`src/rtl/cpu8_pkg.sv`:
```
// Shared definitions for the 8-bit core: datapath sizes, register names, ALU opcodes.
package cpu8_pkg;

    localparam int DW = 8;
    localparam int AW = 2;

    localparam logic [AW-1:0] REG_A  = 2'd0;
    localparam logic [AW-1:0] REG_B  = 2'd1;
    localparam logic [AW-1:0] REG_C  = 2'd2;
    localparam logic [AW-1:0] REG_SP = 2'd3;

    typedef enum logic [2:0] {
        ALU_ADD = 3'd0,
        ALU_SUB = 3'd1,
        ALU_AND = 3'd2,
        ALU_OR  = 3'd3,
        ALU_XOR = 3'd4,
        ALU_SHL = 3'd5,
        ALU_SHR = 3'd6,
        ALU_PASS = 3'd7
    } alu_op_t;

endpackage

```
`src/rtl/operand_bypass.sv`:
```
// One operand's forwarding mux: EX beats MEM beats WB beats the regfile read.
// Purely combinational.
module operand_bypass #(
    parameter int DW = cpu8_pkg::DW,
    parameter int AW = cpu8_pkg::AW
) (
    input  logic          use_i,
    input  logic [AW-1:0] rs_i,
    input  logic          ex_fwd_i,
    input  logic [AW-1:0] ex_rd_i,
    input  logic [DW-1:0] ex_dat_i,
    input  logic          mem_fwd_i,
    input  logic [AW-1:0] mem_rd_i,
    input  logic [DW-1:0] mem_dat_i,
    input  logic          wb_en_i,
    input  logic [AW-1:0] wb_addr_i,
    input  logic [DW-1:0] wb_dat_i,
    input  logic [DW-1:0] rf_dat_i,
    output logic [DW-1:0] opnd_o
);

    logic ex_hit, mem_hit, wb_hit;

    assign ex_hit  = use_i & ex_fwd_i  & (ex_rd_i  == rs_i);
    assign mem_hit = use_i & mem_fwd_i & (mem_rd_i == rs_i);
    assign wb_hit  = use_i & wb_en_i   & (wb_addr_i == rs_i);

    always_comb begin
        opnd_o = rf_dat_i;
        if (ex_hit)
            opnd_o = ex_dat_i;
        else if (mem_hit)
            opnd_o = mem_dat_i;
        else if (wb_hit)
            opnd_o = wb_dat_i;
    end

endmodule

```
`src/rtl/operand_fetch_stage.sv`:
```
// Decode/operand fetch: regfile read, EX/MEM/WB bypass, load-use bubble, ID/EX register.
// One-edge latency into ex_*; hold freezes ID/EX, flush kills it.
module operand_fetch_stage #(
    parameter int DW = cpu8_pkg::DW,
    parameter int AW = cpu8_pkg::AW
) (
    input  logic          clk,
    input  logic          rst,
    input  logic          id_valid,
    output logic          id_ready,
    input  logic [AW-1:0] id_rs1,
    input  logic [AW-1:0] id_rs2,
    input  logic [AW-1:0] id_rd,
    input  logic          id_use_rs1,
    input  logic          id_use_rs2,
    input  logic          id_use_imm,
    input  logic [DW-1:0] id_imm,
    input  logic [2:0]    id_alu_op,
    input  logic          id_reg_write,
    input  logic          id_mem_read,
    output logic [AW-1:0] rd_addr1,
    output logic [AW-1:0] rd_addr2,
    input  logic [DW-1:0] rd_d1,
    input  logic [DW-1:0] rd_d2,
    input  logic [DW-1:0] ex_alu_result,
    input  logic          mem_valid,
    input  logic          mem_reg_write,
    input  logic [AW-1:0] mem_rd,
    input  logic [DW-1:0] mem_result,
    input  logic          wb_en,
    input  logic [AW-1:0] wb_addr,
    input  logic [DW-1:0] wb_data,
    input  logic          hold,
    input  logic          flush,
    output logic          ex_valid,
    output logic          ex_reg_write,
    output logic          ex_mem_read,
    output logic [AW-1:0] ex_rd,
    output logic [2:0]    ex_alu_op,
    output logic [DW-1:0] ex_a,
    output logic [DW-1:0] ex_b,
    output logic [15:0]   bubble_cnt
);

    logic          ex_valid_q, ex_valid_d;
    logic          ex_reg_write_q, ex_reg_write_d;
    logic          ex_mem_read_q, ex_mem_read_d;
    logic [AW-1:0] ex_rd_q, ex_rd_d;
    logic [2:0]    ex_alu_op_q, ex_alu_op_d;
    logic [DW-1:0] ex_a_q, ex_a_d;
    logic [DW-1:0] ex_b_q, ex_b_d;
    logic [15:0]   bubble_cnt_q, bubble_cnt_d;

    logic          ex_fwd, mem_fwd, hazard;
    logic [DW-1:0] opnd1, opnd2;

    assign rd_addr1 = id_rs1;
    assign rd_addr2 = id_rs2;

    // A load in EX has no data yet, so it is never a forwarding source.
    assign ex_fwd  = ex_valid_q & ex_reg_write_q & ~ex_mem_read_q;
    assign mem_fwd = mem_valid & mem_reg_write;

    assign hazard = ex_valid_q & ex_mem_read_q & ex_reg_write_q &
                    ((id_use_rs1 & (ex_rd_q == id_rs1)) |
                     (id_use_rs2 & ~id_use_imm & (ex_rd_q == id_rs2)));

    assign id_ready = ~hold & (flush | ~hazard);

    operand_bypass #(.DW(DW), .AW(AW)) u_byp1 (
        .use_i     (id_use_rs1),
        .rs_i      (id_rs1),
        .ex_fwd_i  (ex_fwd),
        .ex_rd_i   (ex_rd_q),
        .ex_dat_i  (ex_alu_result),
        .mem_fwd_i (mem_fwd),
        .mem_rd_i  (mem_rd),
        .mem_dat_i (mem_result),
        .wb_en_i   (wb_en),
        .wb_addr_i (wb_addr),
        .wb_dat_i  (wb_data),
        .rf_dat_i  (rd_d1),
        .opnd_o    (opnd1)
    );

    operand_bypass #(.DW(DW), .AW(AW)) u_byp2 (
        .use_i     (id_use_rs2),
        .rs_i      (id_rs2),
        .ex_fwd_i  (ex_fwd),
        .ex_rd_i   (ex_rd_q),
        .ex_dat_i  (ex_alu_result),
        .mem_fwd_i (mem_fwd),
        .mem_rd_i  (mem_rd),
        .mem_dat_i (mem_result),
        .wb_en_i   (wb_en),
        .wb_addr_i (wb_addr),
        .wb_dat_i  (wb_data),
        .rf_dat_i  (rd_d2),
        .opnd_o    (opnd2)
    );

    always_comb begin
        ex_valid_d     = ex_valid_q;
        ex_reg_write_d = ex_reg_write_q;
        ex_mem_read_d  = ex_mem_read_q;
        ex_rd_d        = ex_rd_q;
        ex_alu_op_d    = ex_alu_op_q;
        ex_a_d         = ex_a_q;
        ex_b_d         = ex_b_q;
        bubble_cnt_d   = bubble_cnt_q;

        if (flush) begin
            ex_valid_d     = 1'b0;
            ex_reg_write_d = 1'b0;
            ex_mem_read_d  = 1'b0;
        end else if (hold) begin
            ex_valid_d = ex_valid_q;
        end else if (hazard) begin
            ex_valid_d     = 1'b0;
            ex_reg_write_d = 1'b0;
            ex_mem_read_d  = 1'b0;
            if (bubble_cnt_q != 16'hFFFF)
                bubble_cnt_d = bubble_cnt_q + 16'd1;
        end else if (id_valid) begin
            ex_valid_d     = 1'b1;
            ex_reg_write_d = id_reg_write;
            ex_mem_read_d  = id_mem_read;
            ex_rd_d        = id_rd;
            ex_alu_op_d    = id_alu_op;
            ex_a_d         = opnd1;
            ex_b_d         = id_use_imm ? id_imm : opnd2;
        end else begin
            ex_valid_d     = 1'b0;
            ex_reg_write_d = 1'b0;
            ex_mem_read_d  = 1'b0;
        end
    end

    always_ff @(posedge clk or posedge rst) begin
        if (rst) begin
            ex_valid_q     <= 1'b0;
            ex_reg_write_q <= 1'b0;
            ex_mem_read_q  <= 1'b0;
            ex_rd_q        <= '0;
            ex_alu_op_q    <= '0;
            ex_a_q         <= '0;
            ex_b_q         <= '0;
            bubble_cnt_q   <= '0;
        end else begin
            ex_valid_q     <= ex_valid_d;
            ex_reg_write_q <= ex_reg_write_d;
            ex_mem_read_q  <= ex_mem_read_d;
            ex_rd_q        <= ex_rd_d;
            ex_alu_op_q    <= ex_alu_op_d;
            ex_a_q         <= ex_a_d;
            ex_b_q         <= ex_b_d;
            bubble_cnt_q   <= bubble_cnt_d;
        end
    end

    assign ex_valid     = ex_valid_q;
    assign ex_reg_write = ex_reg_write_q;
    assign ex_mem_read  = ex_mem_read_q;
    assign ex_rd        = ex_rd_q;
    assign ex_alu_op    = ex_alu_op_q;
    assign ex_a         = ex_a_q;
    assign ex_b         = ex_b_q;
    assign bubble_cnt   = bubble_cnt_q;

endmodule
```
`config.mk`:
```
export PLATFORM = sky130hd
export DESIGN_NAME = operand_fetch_stage
export DESIGN_NICKNAME = d
export VERILOG_FILES = /design/src/rtl/cpu8_pkg.sv /design/src/rtl/operand_bypass.sv /design/src/rtl/operand_fetch_stage.sv
export SDC_FILE = /design/constraint.sdc
export NUM_CORES = 1
export LEC_CHECK = 0
export BUFFER_PORTS_ARGS = -buffer_cell sky130_fd_sc_hd__buf_2
export CAP_MARGIN = 15
export CORE_ASPECT_RATIO = 0.8
export CORE_UTILIZATION = 47
export DETAILED_ROUTE_END_ITERATION = 12
export HOLD_SLACK_MARGIN = 0.06
export PLACE_DENSITY = 0.81
export SYNTH_ARGS = -nofsm -noshare
export SYNTH_HDL_FRONTEND = slang
export SYNTH_SLANG_ARGS = --single-unit
```
`constraint.sdc`:
```
create_clock -name clk -period 2.2 [get_ports clk]
set_input_delay 0.11 -clock clk [delete_from_list [all_inputs] [get_ports clk]]
set_output_delay 0.11 -clock clk [all_outputs]
set_load 0.02 [all_outputs]
```
==> out/qor.csv, run 1 <==
stage,metric,value,unit
finish,fin_nets,452,
setup_path,cp.buffers_inverters,0,
grt,gr-total-overflow,0,
timing,min_period,2000,ps
setup_path,worstPathMaxFanout,5,
finish,layout_common_cells,"buf_2 (118), dfrtp_1 (40), nor2_1 (31)",
finish,areaGrowthSynthToFinish,33.2,%
setup_path,worstSetupPathType,flop to flop,
timing,setup_violations,0,
drt,postRouteAntennaNets,0,
drt,first_iter_violations,125,
setup_path,crit_arrival,2190,ps
outcome,status,completed,
timing,final_hold_viol_count,0,
floorplanning,start_util,0.493,
placement,gp_congestion,1.00,
clocking,cts.sinks,40,
timing,hold_slack,70.2,ps
power_and_ir_drop,power_density,616,nW/um^2
clocking,clkLatencyLatePin,300,ps
synth,netlist_instances,251,
finish,final_common_cell,buf_2,
clocking,h-tree-depth,2,
setup_path,crit_chain,xnor2_1 > nand4b_1 > a211oi_1 > mux2_2,
timing,finalCritPeriodShare,0.910,
synth,ys_seq_elements,40,
drt,num_vias,2443,
grt,grt_pass1_vias,2260,
placement,place.port_buffers,118,
setup_path,slowest_stage,a211oi_1,
setup_path,end_kind,flop,
clocking,clk_pin_slew,80,ps
synth,syn-cell-area,2490,um^2
clocking,cts_setup_buffers,0,
clocking,cts_buffers,5,
min_path,hold_path.class,input pin to flop,
finish,post-route-cell-area,3320,um^2
synth,yosysWarnings,0,
floorplanning,die_w,83.5,um
floorplanning,rows,23,
timing,tightest_slew,583,ps
power_and_ir_drop,peakVddDrop,0.376,mV
finish,drive_above_1_share,0.386,
synth,synth_area_per_cell,9.94,um^2
drt,wl_per_cell,16.5,um
timing,setup_tns,0,ps
placement,dp_hpwl,5650,um
setup_path,critPathMaxStageDelay,600,ps
floorplanning,fp.dieH,67.2,um
timing,rsz0062_at_grt,false,
setup_path,required,2390,ps
setup_path,cp-start-kind,flop,
clocking,cts.path.max_buffers,2,
placement,dpl_cell_area,3150,um^2
synth,ys_types,38,
synth,ys_seq_area_frac,0.401,
grt,grt.total_usage,0.259,
grt,grt_antenna_before_repair,0,
clocking,cts_tree,yes,
drt,drc,0,
timing,max_slew_margin,0.609,
job,maxCapViolations,0,
floorplanning,io_pins,119,
synth,synth_flop_cell,dfrtp_1,
drt,wirelength,7240,um
timing,finalMaxSlewViolations,0,
timing,fmaxAchievable,0.500,GHz
clocking,cts-root-buf,clkbuf_8,
floorplanning,dieArea,5610,um^2
floorplanning,core_area,5060,um^2
drt,dr.pass1.iters,4,
drt,via_per_inst,5.55,
finish,antenna_cells,0,
timing,skew,11.6,ps
grt,grt_pass1_wl,11200,um
power_and_ir_drop,power_leakage,1.75,nW
finish,n_fill_cell,427,
grt,grt_max_degree,41,
synth,syn-num-nets,326,
synth,async_flop_share,1.00,
clocking,ctsResizeCount,0,
synth,synth_edf_count,0,
setup_path,critPathTopFamily,compound AO/OA/AOI/OAI gates,
worst reg2reg max path: cells and delay by family (launching register included):
family / cells / cell delay, ps
AOI/OAI and AO/OA: 1 / 600
muxes: 1 / 400
and+or+nand+nor: 1 / 240
DFF: 1 / 430
xor gates and xnor gates: 1 / 230
cell type report:
class,instances,area [um^2],area share
multi-input cells,194,1410,0.425
clock inverters,3,42.5,0.0128
clock buffers,5,68.8,0.0207
well taps,62,77.6,0.0233
inverters,5,18.8,0.00565
repair buffers,131,703,0.212
flip-flops and latches,40,1000,0.301
through the flow:
stage | utilization | power [mW] | std cells | worst slack, ps
2_1_floorplan | - | 1.22 | 251 | 329
3_3_place_gp | 0.623 | 1.44 | 426 | 303
3_5_place_dp | 0.623 | 1.45 | 426 | 221
4_1_cts | 0.656 | 2.06 | 440 | 210
5_1_grt | 0.656 | 2.13 | 440 | 65.4
6_report | 0.656 | 2.05 | 440 | 198
power by group:
part	switching, mW	internal, mW	total, mW
Sequential	0.0516	0.818	0.869
Combinational	0.328	0.246	0.574
Clock	0.270	0.336	0.606
path summary, 6_finish.rpt:
kind,start,to,slack (ps),depth (start not counted)
setup / recovery,ex_rd[0],bubble_cnt[1],200,4
min in group asynchronous,rst,bubble_cnt[5],480,4
max in group asynchronous,rst,ex_a[4],1350,4
setup reg to reg,ex_rd[0],bubble_cnt[1],200,4
hold / removal,id_mem_read,ex_mem_read,70,2
hold reg to reg,bubble_cnt[14],bubble_cnt[14],500,1
flip-flops by register name, summed over array words and instances, names as in the netlist:
register / count
ex_rd: 2
ex_mem_read: 1
ex_valid: 1
ex_alu_op: 3
ex_a: 8
ex_b: 8
ex_reg_write: 1
bubble_cnt: 16
routing by layer:
metal  part of all wire  up-vias  global-route usage  wire length, um
met5                  0        -                   0                0
met4             0.0077        0              0.0636               56
met3              0.075        6              0.0452              541
met2               0.45       96               0.406             3270
met1               0.47     1160               0.376             3380
li1                   -     1181                   -                -
synth_stat cells (2+ instances only):
library cell | n | share of area
o2111ai_1 | 8 | 0.028
xor2_1 | 11 | 0.039
inv_1 | 5 | 0.0075
and3_1 | 3 | 0.0075
nor2_1 | 31 | 0.047
a211o_1 | 16 | 0.056
dfrtp_1 | 40 | 0.40
nor4_1 | 2 | 0.0050
a2111o_1 | 2 | 0.0090
a31oi_1 | 8 | 0.020
a22o_1 | 2 | 0.0070
clkbuf_1 | 5 | 0.0075
nand2_1 | 9 | 0.014
mux2i_1 | 24 | 0.096
a21oi_1 | 9 | 0.018
mux2_2 | 6 | 0.027
nand3_1 | 10 | 0.020
xnor2_1 | 16 | 0.056
nand4_1 | 6 | 0.015
nand2b_1 | 8 | 0.020
a2bb2oi_1 | 8 | 0.028
buf_2 | 2 | 0.0040
buf_4 | 5 | 0.015
kinds of logic after synthesis:
kind of cell,count (synthesis),synth area share
xor+xnor,27,0.0948
compound gates,57,0.179
mux,30,0.123
fa+ha+maj,1,0.00501
simple gates,79,0.163
flops,40,0.401
buf+inv,17,0.0341
what timing repair did:
| item | 4_1_cts | 5_1_grt |
|---|---|---|
| setup endpoints to repair | 0 | 0 |
| endpoints found under the hold margin | 45 | 0 |
| hold buffers | 6 | 0 |
No activity file was read; power rests on OpenSTA's default activity.
==> inputs of run 2 (changes only) <==
- REMOVE_ABC_BUFFERS: unset -> 1
- SLEW_MARGIN: unset -> 0
==> out/qor.csv, run 2 (synthesis gave the netlist of run 1 again) <==
stage,metric,value,unit
floorplanning,fp.dieH,67.2,um
drt,num_vias,2459,
finish,drive_above_1_share,0.386,
clocking,clk_pin_slew,90,ps
placement,place_ws,312,ps
floorplanning,rows,23,
power_and_ir_drop,pwr-share-comb,0.282,
finish,layout_common_cells,"buf_2 (118), dfrtp_1 (40), nor2_1 (31)",
clocking,ctsResizeCount,0,
min_path,hold_path.class,input pin to flop,
timing,min_period,1910,ps
setup_path,worstPathMaxFanout,6,
job,maxCapViolations,0,
floorplanning,dieArea,5610,um^2
finish,ff_latch_area,1000,um^2
finish,fin_cells,443,
floorplanning,start_util,0.493,
power_and_ir_drop,p_sw,0.641,mW
power_and_ir_drop,power_leakage,1.77,nW
finish,fin_nets,455,
finish,largest_reg_flops,16,
timing,max_slew_margin,0.612,
timing,fmaxAchievable,0.523,GHz
grt,grt_pass1_wl,11400,um
timing,rsz0062_at_grt,false,
clocking,ctsHoldBuffers,8,
placement,gp_congestion,0.998,
timing,finalMaxSlewViolations,0,
drt,wirelength,7350,um
timing,skew,13.0,ps
clocking,h-tree-depth,2,
floorplanning,die_w,83.5,um
placement,dpl.cell_count,427,
setup_path,cp-start-kind,flop,
finish,antenna_cells,0,
clocking,cts.sinks,40,
timing,finalCritPeriodShare,0.870,
placement,place.port_buffers,118,
clocking,cts_buffers,5,
drt,dr.pass1.iters,4,
outcome,status,completed,
clocking,cts-root-buf,clkbuf_8,
power_and_ir_drop,p_clk_frac,0.292,
timing,layout_setup_ws,286,ps
setup_path,crit_arrival,2140,ps
power_and_ir_drop,intPower,1.40,mW
setup_path,worstSetupPathType,flop to flop,
power_and_ir_drop,peakVddDrop,0.399,mV
grt,grt_antenna_before_repair,0,
grt,gr-total-overflow,0,
clocking,cts_setup_buffers,0,
timing,tightest_slew,581,ps
timing,final_hold_viol_count,0,
power_and_ir_drop,power_density,609,nW/um^2
power_and_ir_drop,sw_frac_of_total,0.314,
finish,post-route-cell-area,3350,um^2
grt,grt_pass1_vias,2259,
placement,dp_hpwl,5700,um
setup_path,end_kind,flop,
drt,wl_per_cell,16.6,um
placement,dpl_cell_area,3160,um^2
floorplanning,io_pins,119,
finish,areaGrowthSynthToFinish,34.4,%
setup_path,required,2420,ps
floorplanning,core_area,5060,um^2
drt,drc,0,
clocking,cts_tree,yes,
clocking,clkLatencyLatePin,300,ps
power_and_ir_drop,seq_power_share,0.426,
grt,grt.total_usage,0.264,
finish,multi_input_area,1410,um^2
drt,first_iter_violations,153,
finish,n_fill_cell,430,
finish,fin_util,0.662,
grt,grt_max_degree,41,
timing,setup_violations,0,
finish,final_common_cell,buf_2,
drt,postRouteAntennaNets,0,
clocking,cts.path.max_buffers,2,
drt,via_per_inst,5.55,
## run 2: changes by cell type in the layout (fill, tap and decap cells not counted)
cell / previous run / this run
buf_4: 7 / 8
dlygate4sd3_1: 6 / 8
## run 2: power by group through the flow
| stage | clock network [mW] | logic, mW | registers, mW |
|---|---|---|---|
| 6_report | 0.596 | 0.576 | 0.871 |
| 3_5_place_dp | 0 | 0.563 | 0.884 |
| 4_1_cts | 0.604 | 0.576 | 0.870 |
| 3_3_place_gp | 0 | 0.557 | 0.879 |
| 5_1_grt | 0.630 | 0.619 | 0.880 |
| 2_1_floorplan | 0 | 0.212 | 0.991 |
## run 2: cell type report
class,instances,share of cell area
clock buffers,5,0.0205
clock inverters,3,0.0127
inverters,5,0.00560
multi-input cells,194,0.421
flip-flops and latches,40,0.299
well taps,62,0.0231
repair buffers,134,0.218
## run 2: final timing paths
path | slack, ps | from | endpoint | depth (start not counted)
worst max-delay path | 290 | ex_rd[0] | bubble_cnt[10] | 5
worst min-delay path | 140 | flush | ex_valid | 4
worst max register to register | 290 | ex_rd[0] | bubble_cnt[10] | 5
worst min register to register | 510 | ex_alu_op[0] | ex_alu_op[0] | 1
max in group asynchronous | 1370 | rst | ex_a[2] | 4
min in group asynchronous | 460 | rst | bubble_cnt[5] | 4
## run 2: per-stage QoR
step,TNS (ps),hold slack (ps),power (mW)
finish,0,138,2.04
global route,0,168,2.13
CTS,0,130,2.05
detailed placement,0,253,1.45
global placement,0,249,1.44
floorplan,-4550,220,1.20
## run 2: worst max-delay path, stage by stage, from the launching register on
cell	delay, ps
dfrtp_1	430
xnor2_1	220
nand4b_1	240
a2111o_1	590
nor2_1	180
xor2_1	180
## run 2: routing by layer
layer / up-vias / track usage / part of all wire
met5: - / 0 / 0
met4: 0 / 0.0678 / 0.012
met3: 13 / 0.0465 / 0.068
met2: 109 / 0.414 / 0.45
met1: 1145 / 0.383 / 0.47
li1: 1192 / - / -
==> inputs of run 3 (changes only) <==
- RECOVER_POWER: unset -> 25
==> out/qor.csv, run 3 (synthesis gave the netlist of run 1 again) <==
stage,metric,value,unit
outcome,status,completed,
grt,grt.total_usage,0.264,
clocking,cts.sinks,40,
floorplanning,dieArea,5610,um^2
grt,grt_antenna_before_repair,0,
setup_path,cp.buffers_inverters,0,
grt,gr-total-overflow,0,
setup_path,cp-start-kind,flop,
floorplanning,io_pins,119,
finish,largest_reg_flops,16,
setup_path,slowest_stage,a2111o_1,
setup_path,end_kind,flop,
timing,min_period,1910,ps
power_and_ir_drop,sw_frac_of_total,0.314,
setup_path,worst-path-stages,5,
finish,drive_above_1_share,0.373,
setup_path,crit_path_end,bubble_cnt[14],
finish,final_common_cell,buf_2,
setup_path,crit_chain,xnor2_1 > nand4b_1 > a2111o_1 > nor3_2 > xor2_1,
placement,gp_congestion,0.998,
power_and_ir_drop,p_clk_frac,0.292,
timing,setup_violations,0,
setup_path,timing.rr.start,ex_rd[0],
setup_path,critPathMaxStageDelay,590,ps
floorplanning,start_util,0.493,
power_and_ir_drop,intPower,1.40,mW
finish,antenna_cells,0,
power_and_ir_drop,power_density,610,nW/um^2
grt,grt_pass1_vias,2259,
placement,place.port_buffers,118,
floorplanning,rows,23,
timing,finalMaxSlewViolations,0,
drt,wl_per_cell,16.6,um
drt,postRouteAntennaNets,0,
timing,finalCritPeriodShare,0.870,
min_path,hold_path.class,input pin to flop,
timing,tightest_slew,972,ps
timing,setup_tns,0,ps
drt,first_iter_violations,167,
drt,dr.pass1.iters,4,
clocking,ctsResizeCount,0,
job,maxCapViolations,0,
setup_path,crit_arrival,2140,ps
setup_path,worstPathMaxFanout,6,
power_and_ir_drop,power_leakage,1.75,nW
setup_path,worstSetupPathType,flop to flop,
power_and_ir_drop,p_sw,0.641,mW
power_and_ir_drop,seq_power_share,0.427,
timing,rsz0062_at_grt,false,
clocking,cts-root-buf,clkbuf_8,
finish,areaGrowthSynthToFinish,34.0,%
setup_path,reg2regPathDepth,5,
drt,via_per_inst,5.53,
clocking,cts_buffers,5,
timing,max_slew_margin,0.352,
power_and_ir_drop,power.total,2.04,mW
timing,fmaxAchievable,0.522,GHz
setup_path,required,2430,ps
floorplanning,core_area,5060,um^2
clocking,clkLatencyLatePin,300,ps
clocking,h-tree-depth,2,
setup_path,reg2reg_setup_slack,290,ps
drt,drc,0,
grt,grt_pass1_wl,11400,um
power_and_ir_drop,peakVddDrop,0.398,mV
timing,final_hold_viol_count,0,
finish,n_fill_cell,434,
grt,grt_max_degree,41,
setup_path,startpoint,ex_rd[0],
floorplanning,die_w,83.5,um
finish,layout_common_cells,"buf_2 (113), dfrtp_1 (40), nor2_1 (31)",
power_and_ir_drop,pwr-share-comb,0.281,
placement,dp_hpwl,5700,um
setup_path,critPathTopFamily,compound AO/OA/AOI/OAI gates,
setup_path,r2r-end,bubble_cnt[14],
finish,fin_nets,455,
drt,num_vias,2448,
clocking,cts.path.max_buffers,2,
timing,skew,11.5,ps
drt,wirelength,7340,um
clocking,cts_tree,yes,
floorplanning,fp.dieH,67.2,um
clocking,clk_pin_slew,90,ps
==> run 3: changes by cell type in the layout (fill, tap and decap cells not counted) <==
cell	change
clkbuf_1	+5
buf_4	-1
buf_2	-5
clkbuf_2	+1
==> run 3: power groups by stage <==
stage / clock, mW / combinational (mW) / sequential [mW]
5_1_grt: 0.630 / 0.617 / 0.881
3_5_place_dp: 0 / 0.563 / 0.884
2_1_floorplan: 0 / 0.212 / 0.991
4_1_cts: 0.604 / 0.576 / 0.870
6_report: 0.596 / 0.573 / 0.871
3_3_place_gp: 0 / 0.557 / 0.879
==> run 3: per-layer routing <==
layer	GRT usage	share of wire	wire length [um]
met2	0.414	0.45	3320
met5	0	0	0
met3	0.0465	0.063	459
met1	0.383	0.47	3460
met4	0.0678	0.013	94
==> run 3: worst min path at each step <==
| stage | startpoint | to | slack [ps] | cells past startpoint |
|---|---|---|---|---|
| after floorplan | id_rs1[0] | rd_addr1[0] | 220 | 0 |
| after global placement | rst | bubble_cnt[7] | 250 | 3 |
| after detailed placement | rst | bubble_cnt[5] | 250 | 3 |
| after CTS | flush | ex_valid | 130 | 4 |
| after global routing | ex_alu_result[3] | ex_a[3] | 170 | 3 |
| final | flush | ex_valid | 140 | 4 |
==> run 3: metrics by stage <==
step                hold slack [ps]  instance area [um^2]  utilization  std cells  setup slack [ps]
floorplan                       220                  2430            -        239              -335
global placement                249                  3160        0.624        427               363
detailed placement              253                  3160        0.624        427               312
CTS                             130                  3350        0.662        443               306
global route                    168                  3340        0.660        443               150
finish                          135                  3340        0.660        443               285
==> run 3: area by class of cell <==
type,count,area [um^2],share of cell area
repair buffers,134,722,0.216
flip-flops and latches,40,1000,0.299
inverters,5,18.8,0.00561
clock inverters,3,42.5,0.0127
well taps,62,77.6,0.0232
clock buffers,5,68.8,0.0206
multi-input cells,194,1410,0.423
==> run 3: repair_timing <==
item                                   4_1_cts  5_1_grt
endpoints found under the hold margin       47        0
setup buffers                                0        0
hold buffers                                 8        0
==> run 3: tightest hold or removal path: stages <==
cell     delay [ps]
buf_2           110
nor2b_1          70
nand2_1          60
nand2_1          40
